File: config.mk
export PLATFORM = sky130hd
export DESIGN_NAME = vga_scan_timing
export DESIGN_NICKNAME = d
export VERILOG_FILES = /design/src/rtl/vga_scan_timing_pkg.sv /design/src/rtl/vga_scan_timing_scan_axis.sv /design/src/rtl/vga_scan_timing.sv
export SDC_FILE = /design/constraint.sdc
export NUM_CORES = 1
export LEC_CHECK = 0
export ABC_AREA = 0
export CAP_MARGIN = 10
export CORE_MARGIN = 8
export CORE_UTILIZATION = 40
export DETAILED_ROUTE_END_ITERATION = 6
export SLEW_MARGIN = 40
export SYNTH_ARGS = -nofsm -noshare
export SYNTH_HDL_FRONTEND = slang
export SYNTH_HIERARCHICAL = 1
export SYNTH_SLANG_ARGS = --single-unit
File: constraint.sdc
create_clock -name clk -period 3.5 [get_ports clk]
set_clock_uncertainty 0.2 [all_clocks]
set_input_delay 0.35 -clock clk [delete_from_list [all_inputs] [get_ports clk]]
set_output_delay 0.35 -clock clk [all_outputs]
set_load 0.01 [all_outputs]
File: src/rtl/vga_scan_timing_pkg.sv
// Raster timing defaults and game-window constants shared by the scan timing block
// and the game/renderer side.
package vga_scan_timing_pkg;

  localparam int CNT_W = 10;

  localparam int H_ACTIVE_DEF = 640;
  localparam int H_FP_DEF     = 16;
  localparam int H_SYNC_DEF   = 96;
  localparam int H_BP_DEF     = 48;
  localparam int H_TOTAL      = H_ACTIVE_DEF + H_FP_DEF + H_SYNC_DEF + H_BP_DEF;

  localparam int V_ACTIVE_DEF = 480;
  localparam int V_FP_DEF     = 10;
  localparam int V_SYNC_DEF   = 2;
  localparam int V_BP_DEF     = 33;
  localparam int V_TOTAL      = V_ACTIVE_DEF + V_FP_DEF + V_SYNC_DEF + V_BP_DEF;

  localparam int H_VISIBLE_AREA = 224;
  localparam int V_VISIBLE_AREA = 288;

  typedef logic [CNT_W-1:0] cnt_t;

  // Width of a counter holding 0..n-1, never narrower than one bit.
  function automatic int clog2_min1(input int n);
    return (n < 2) ? 1 : $clog2(n);
  endfunction

endpackage

File: src/rtl/vga_scan_timing_scan_axis.sv
// One raster axis: wrap counter, sync/active/game-window compares and the scaled
// game coordinate, all advanced by en_i.
module scan_axis
  import vga_scan_timing_pkg::*;
#(
  parameter int ACTIVE  = H_ACTIVE_DEF,
  parameter int FP      = H_FP_DEF,
  parameter int SYNC    = H_SYNC_DEF,
  parameter int BP      = H_BP_DEF,
  parameter int WIN_OFF = (H_ACTIVE_DEF - H_VISIBLE_AREA) / 2,
  parameter int WIN_LEN = H_VISIBLE_AREA,
  parameter int SCALE   = 1,
  parameter int COORD_W = clog2_min1(H_VISIBLE_AREA)
) (
  input  logic               clk,
  input  logic               rst,
  input  logic               en_i,
  output logic               wrap_o,
  output logic [CNT_W-1:0]   cnt_o,
  output logic               sync_n_o,
  output logic               active_nx_o,
  output logic               win_nx_o,
  output logic [COORD_W-1:0] coord_o
);

  localparam int TOTAL = ACTIVE + FP + SYNC + BP;
  localparam int EW    = CNT_W + 1;
  localparam int SUB_W = clog2_min1(SCALE);

  localparam logic [EW-1:0]      LAST_E    = EW'(TOTAL - 1);
  localparam logic [EW-1:0]      ACT_E     = EW'(ACTIVE);
  localparam logic [EW-1:0]      SYNC_LO   = EW'(ACTIVE + FP);
  localparam logic [EW-1:0]      SYNC_HI   = EW'(ACTIVE + FP + SYNC);
  localparam logic [EW-1:0]      WIN_LO    = EW'(WIN_OFF);
  localparam logic [EW-1:0]      WIN_HI    = EW'(WIN_OFF + WIN_LEN * SCALE);
  localparam logic [SUB_W-1:0]   SUB_MAX   = SUB_W'(SCALE - 1);
  localparam logic [COORD_W-1:0] COORD_MAX = COORD_W'(WIN_LEN - 1);

  cnt_t               cnt_q, cnt_d;
  logic [EW-1:0]      cnt_x;
  logic [SUB_W-1:0]   sub_q, sub_d;
  logic [COORD_W-1:0] coord_q, coord_d;
  logic               sync_n_q;
  logic               coord_inc;

  always_comb begin
    wrap_o = en_i && ({1'b0, cnt_q} == LAST_E);
    cnt_d  = cnt_q;
    if (wrap_o) begin
      cnt_d = '0;
    end else if (en_i) begin
      cnt_d = cnt_q + cnt_t'(1);
    end
    cnt_x       = {1'b0, cnt_d};
    active_nx_o = (cnt_x < ACT_E);
    win_nx_o    = (cnt_x >= WIN_LO) && (cnt_x < WIN_HI);

    // Coordinate steps once every SCALE positions; no divider needed.
    sub_d     = sub_q;
    coord_d   = coord_q;
    coord_inc = 1'b0;
    if (en_i) begin
      if (!win_nx_o || (cnt_x == WIN_LO)) begin
        sub_d   = '0;
        coord_d = '0;
      end else if (sub_q == SUB_MAX) begin
        sub_d     = '0;
        coord_inc = 1'b1;
        coord_d   = coord_q + COORD_W'(1);
      end else begin
        sub_d = sub_q + SUB_W'(1);
      end
    end
  end

  always_ff @(posedge clk or negedge rst) begin
    if (!rst) begin
      cnt_q    <= '0;
      sub_q    <= '0;
      coord_q  <= '0;
      sync_n_q <= 1'b1;
    end else begin
      cnt_q    <= cnt_d;
      sub_q    <= sub_d;
      coord_q  <= coord_d;
      sync_n_q <= !((cnt_x >= SYNC_LO) && (cnt_x < SYNC_HI));
    end
  end

  a_coord_sat: assert property (@(posedge clk) disable iff (!rst)
    !(coord_inc && (coord_q == COORD_MAX)));

  assign cnt_o    = cnt_q;
  assign sync_n_o = sync_n_q;
  assign coord_o  = coord_q;

endmodule

File: src/rtl/vga_scan_timing.sv
// VGA raster timing plus the centred, scaled game-window coordinates and strobes.
// Every output describes the pixel held in phys_x/phys_y during the same clk.
module vga_scan_timing
  import vga_scan_timing_pkg::*;
#(
  parameter int CLK_DIV    = 4,
  parameter int H_ACTIVE   = H_ACTIVE_DEF,
  parameter int H_FP       = H_FP_DEF,
  parameter int H_SYNC     = H_SYNC_DEF,
  parameter int H_BP       = H_BP_DEF,
  parameter int V_ACTIVE   = V_ACTIVE_DEF,
  parameter int V_FP       = V_FP_DEF,
  parameter int V_SYNC     = V_SYNC_DEF,
  parameter int V_BP       = V_BP_DEF,
  parameter int GAME_W     = H_VISIBLE_AREA,
  parameter int GAME_H     = V_VISIBLE_AREA,
  parameter int GAME_SCALE = 1,
  parameter int H_OFF      = (H_ACTIVE - GAME_W * GAME_SCALE) / 2,
  parameter int V_OFF      = (V_ACTIVE - GAME_H * GAME_SCALE) / 2,
  localparam int SX_W      = clog2_min1(GAME_W),
  localparam int SY_W      = clog2_min1(GAME_H)
) (
  input  logic             clk,
  input  logic             rst,
  output logic             vga_pix_stb,
  output logic             hsync,
  output logic             vsync,
  output logic             display_enabled,
  output logic [CNT_W-1:0] phys_x,
  output logic [CNT_W-1:0] phys_y,
  output logic [SX_W-1:0]  sx,
  output logic [SY_W-1:0]  sy,
  output logic             game_pix_stb,
  output logic             frame_stb
);

  localparam int               DIV_W    = clog2_min1(CLK_DIV);
  localparam logic [DIV_W-1:0] DIV_LAST = DIV_W'(CLK_DIV - 1);

  logic [DIV_W-1:0] div_q, div_d;
  logic             div_wrap;
  logic             h_wrap, v_wrap;
  logic             h_act_nx, v_act_nx;
  logic             h_win_nx, v_win_nx;
  logic             stb_q, de_q, gstb_q, fstb_q;

  always_comb begin
    div_wrap = (div_q == DIV_LAST);
    div_d    = div_wrap ? '0 : div_q + DIV_W'(1);
  end

  scan_axis #(
    .ACTIVE (H_ACTIVE), .FP(H_FP), .SYNC(H_SYNC), .BP(H_BP),
    .WIN_OFF(H_OFF), .WIN_LEN(GAME_W), .SCALE(GAME_SCALE), .COORD_W(SX_W)
  ) u_h_axis (
    .clk        (clk),
    .rst        (rst),
    .en_i       (div_wrap),
    .wrap_o     (h_wrap),
    .cnt_o      (phys_x),
    .sync_n_o   (hsync),
    .active_nx_o(h_act_nx),
    .win_nx_o   (h_win_nx),
    .coord_o    (sx)
  );

  scan_axis #(
    .ACTIVE (V_ACTIVE), .FP(V_FP), .SYNC(V_SYNC), .BP(V_BP),
    .WIN_OFF(V_OFF), .WIN_LEN(GAME_H), .SCALE(GAME_SCALE), .COORD_W(SY_W)
  ) u_v_axis (
    .clk        (clk),
    .rst        (rst),
    .en_i       (h_wrap),
    .wrap_o     (v_wrap),
    .cnt_o      (phys_y),
    .sync_n_o   (vsync),
    .active_nx_o(v_act_nx),
    .win_nx_o   (v_win_nx),
    .coord_o    (sy)
  );

  // Strobes are registered from the next-state compares so they line up with the counters.
  always_ff @(posedge clk or negedge rst) begin
    if (!rst) begin
      div_q  <= '0;
      stb_q  <= 1'b0;
      de_q   <= 1'b0;
      gstb_q <= 1'b0;
      fstb_q <= 1'b0;
    end else begin
      div_q  <= div_d;
      stb_q  <= div_wrap;
      de_q   <= h_act_nx && v_act_nx;
      gstb_q <= div_wrap && h_win_nx && v_win_nx;
      fstb_q <= v_wrap;
    end
  end

  assign vga_pix_stb     = stb_q;
  assign display_enabled = de_q;
  assign game_pix_stb    = gstb_q;
  assign frame_stb       = fstb_q;

endmodule

==> run_results.csv <==
group,metric,value,unit
yosys,ys_ff_latch,45,
clock_tree,clk_latency,0.30,ns
critical_path,crit_slowest_cell,"dfrtp_1",
yosys,netlist_instances,286,
flow_run,drv_cap,0,
layout,final_layout_size_suffix_gt1_frac,0.1235,
critical_path,r2r_start,"u_h_axis/cnt_o[0]",
clock_tree,cts_buffers,5,
clock_tree,cts-htree-levels,2,
die,row_count,30,
yosys,async_reset_ff_frac,1.000,
yosys,ys_seq_area_frac,0.4036,
timing,max_freq,0.3124,GHz
placement,hpwlAfterDp,4445,µm
yosys,synth_common_cells,"43 x dfrtp_1, 26 x nor2_1, 21 x nand2_1",
critical_path,worst_setup_path_start_kind,"flop",
critical_path,worstPathArrival,3.23,ns
yosys,synth_edf_count,0,
timing,timing.final.max_slew_violations,0,
layout,diodes,0,
clock_tree,cts_tree,"done",
worst_hold_path,worstHoldStart,"div_q[0]",
clock_tree,clk_pin_slew_worst_paths,0.09,ns
clock_tree,cts_max_path_buffers,2,
critical_path,crit_path_end_kind,"flop",
global_route,grt_pass1_vias,2173,
timing,worst_slew_pin_slew,0.5909,ns
global_route,grtUsageTotal,0.1281,
yosys,synth_top_area_frac,0.3848,
die,io_pins,45,
global_route,grt_pass1_wl,10500,µm
run_status,status,"completed",
yosys,synth_flop_cell,"dfrtp_1",
critical_path,path_cells,"ha_1 -> nand4_4 -> nor3_2 -> and3_1 -> nand4_4 -> mux2_4 -> a32oi_4 -> o211ai_4 -> o211ai_2",
power_and_ir_drop,power.density,280.4,nW/µm²
critical_path,crit_path_frequent_cell,"nand4_4",
global_route,gr-total-overflow,0,
yosys,syn-num-nets,294,
placement,gp_congestion,0.7998,
timing,period_minus_slack,3.201,ns
route,drtIter0Drc,113,
global_route,grt_max_degree,46,
critical_path,r2r_cells,9,
layout,nets,331,
critical_path,setup.worst_path.start,"u_h_axis/cnt_o[0]",
power_and_ir_drop,peakVddDrop,0.1570,mV
worst_hold_path,hold_depth,1,
power_and_ir_drop,power,0.9431,mW
die,core,6794,µm²
power_and_ir_drop,p_leak,1.352,nW
yosys,synth_top_area_cell,"dfrtp_1",
clock_tree,cts_root_buffer,"clkbuf_8",
yosys,synth_area_leaders,"dfrtp_1 38%, xnor2_1 3.8%, xor2_1 3.8%, nor2_1 3.5%, nand2_1 2.8%",
layout,syn_to_final_growth,20.27,%
timing,finalSetupTns,0,ns
yosys,yosys_warnings,6,
layout,fill_cells,647,
yosys,yosysUniqueCellTypes,64,
critical_path,worst-setup-path-type,"flop to flop",
timing,maxSlewHeadroom,0.6033,
critical_path,crit_required,3.52,ns
route,wl_per_cell,14.82,µm
placement,io_buffers,44,
yosys,syn_avg_cell_area,9.778,µm²
route,vias,2177,
route,dr.pass1.iters,4,
timing,worst_hold_slack,0.2334,ns
timing,hold_viol,0,
die,chipHeight,99.61,µm
route,via_per_inst,5.183,
critical_path,critPathMaxStageDelay,0.52,ns
global_route,antenna_found_initial,0,
die,dieArea,9922,µm²
route,antenna_left,0,
timing,rsz0062_at_grt,"no",
critical_path,path_max_fanout,9,
worst_hold_path,worstHoldPathType,"flop to flop",
route,drc,0,
die,start_util,0.4116,
die,die_width,99.61,µm
yosys,synth_area,2796,µm²
yosys,yosysMostFrequentCell,"dfrtp_1",
route,drt_wl_total,6223,µm
clock_tree,cts.sinks,45,
timing,period_share,0.9147,
timing,final-setup-viol-count,0,
## layout make-up
class	instances	area (µm²)	area share
Multi-Input combinational cell	208	1471	0.4375
Timing Repair Buffer	47	462.9	0.1376
Clock buffer	6	82.58	0.02455
Clock inverter	2	37.54	0.01116
Tap cell	96	120.1	0.03571
Inverter	16	60.06	0.01786
Sequential cell	45	1129	0.3356
## layer usage
metal | up-vias | GRT usage | wire [µm]
met5 | - | 0 | 0
met4 | 0 | 0.04075 | 69
met3 | 6 | 0.03422 | 314
met2 | 46 | 0.2056 | 2827
met1 | 1037 | 0.1630 | 3012
li1 | 1088 | - | -
## critical path: cells and delay by family (launching register included)
family / cells / cell delay, ns
DFF: 1 / 0.52
and+or+nand+nor: 4 / 0.98
muxes: 1 / 0.35
adders and majority gates: 1 / 0.32
AOI/OAI and AO/OA: 3 / 0.75
## final timing paths
kind,end,slack (ns)
max,u_v_axis/coord_o[3],0.30
min,div_q[0],0.23
max reg2reg,u_v_axis/coord_o[3],0.30
min reg2reg,div_q[0],0.23
max in group asynchronous,u_v_axis/sync_n_o,2.32
min in group asynchronous,u_h_axis/coord_o[7],0.38
## logic make-up after synthesis
logic type                 count (synthesis)  synth area share
muxes                                      5           0.02058
adders and majority gates                  6           0.02684
DFF                                       45            0.4036
AOI/OAI and AO/OA                         51            0.1494
xor gates and xnor gates                  24           0.07517
buffers and inverters                     33           0.07024
and+or+nand+nor                          122            0.2541
## through the flow
stage	setup slack, ns	area, µm²	utilization	cells
after floorplan	0.5395	2796	-	286
after global placement	0.4183	3231	0.4755	411
after detailed placement	0.3470	3233	0.4759	411
after CTS	0.3126	3363	0.4950	420
after global routing	0.1082	3363	0.4950	420
final	0.2987	3363	0.4950	420
## timing repair
| action | 4_1_cts | 5_1_grt |
|---|---|---|
| hold endpoints to repair | 43 | 0 |
| hold buffers | 1 | 0 |
| setup buffers | 0 | 0 |
| gates resized for setup | 0 | 0 |
## power breakdown
group / switching (mW) / leakage (nW) / internal (mW) / total, mW
logic: 0.00986 / 0.693 / 0.00147 / 0.0113
registers: 0 / 0.602 / 0.520 / 0.520
clock network: 0.180 / 0.0574 / 0.232 / 0.412
## registers in the layout, indices dropped and copies added (netlist names), 2 cells and up
signal / cells
u_h_axis/cnt_o: 10
u_v_axis/cnt_o: 10
u_v_axis/coord_o: 9
u_h_axis/coord_o: 8
div_q: 2
## layout by cell type (no fill, tap or decap), drive strengths merged, types with 6 or more instances in the layout
cell	synthesis	layout
nand2	21	21
xnor2	12	12
clkdlybuf4s50	0	43
nor3	17	17
xor2	12	12
dfrtp	43	43
nor2	27	27
ha	6	6
o21ai	6	6
a21oi	10	10
nand2b	6	6
clkbuf	5	6
nand3	13	13
nand4	9	9
inv	16	16
Power figures use the tool's default switching activity.
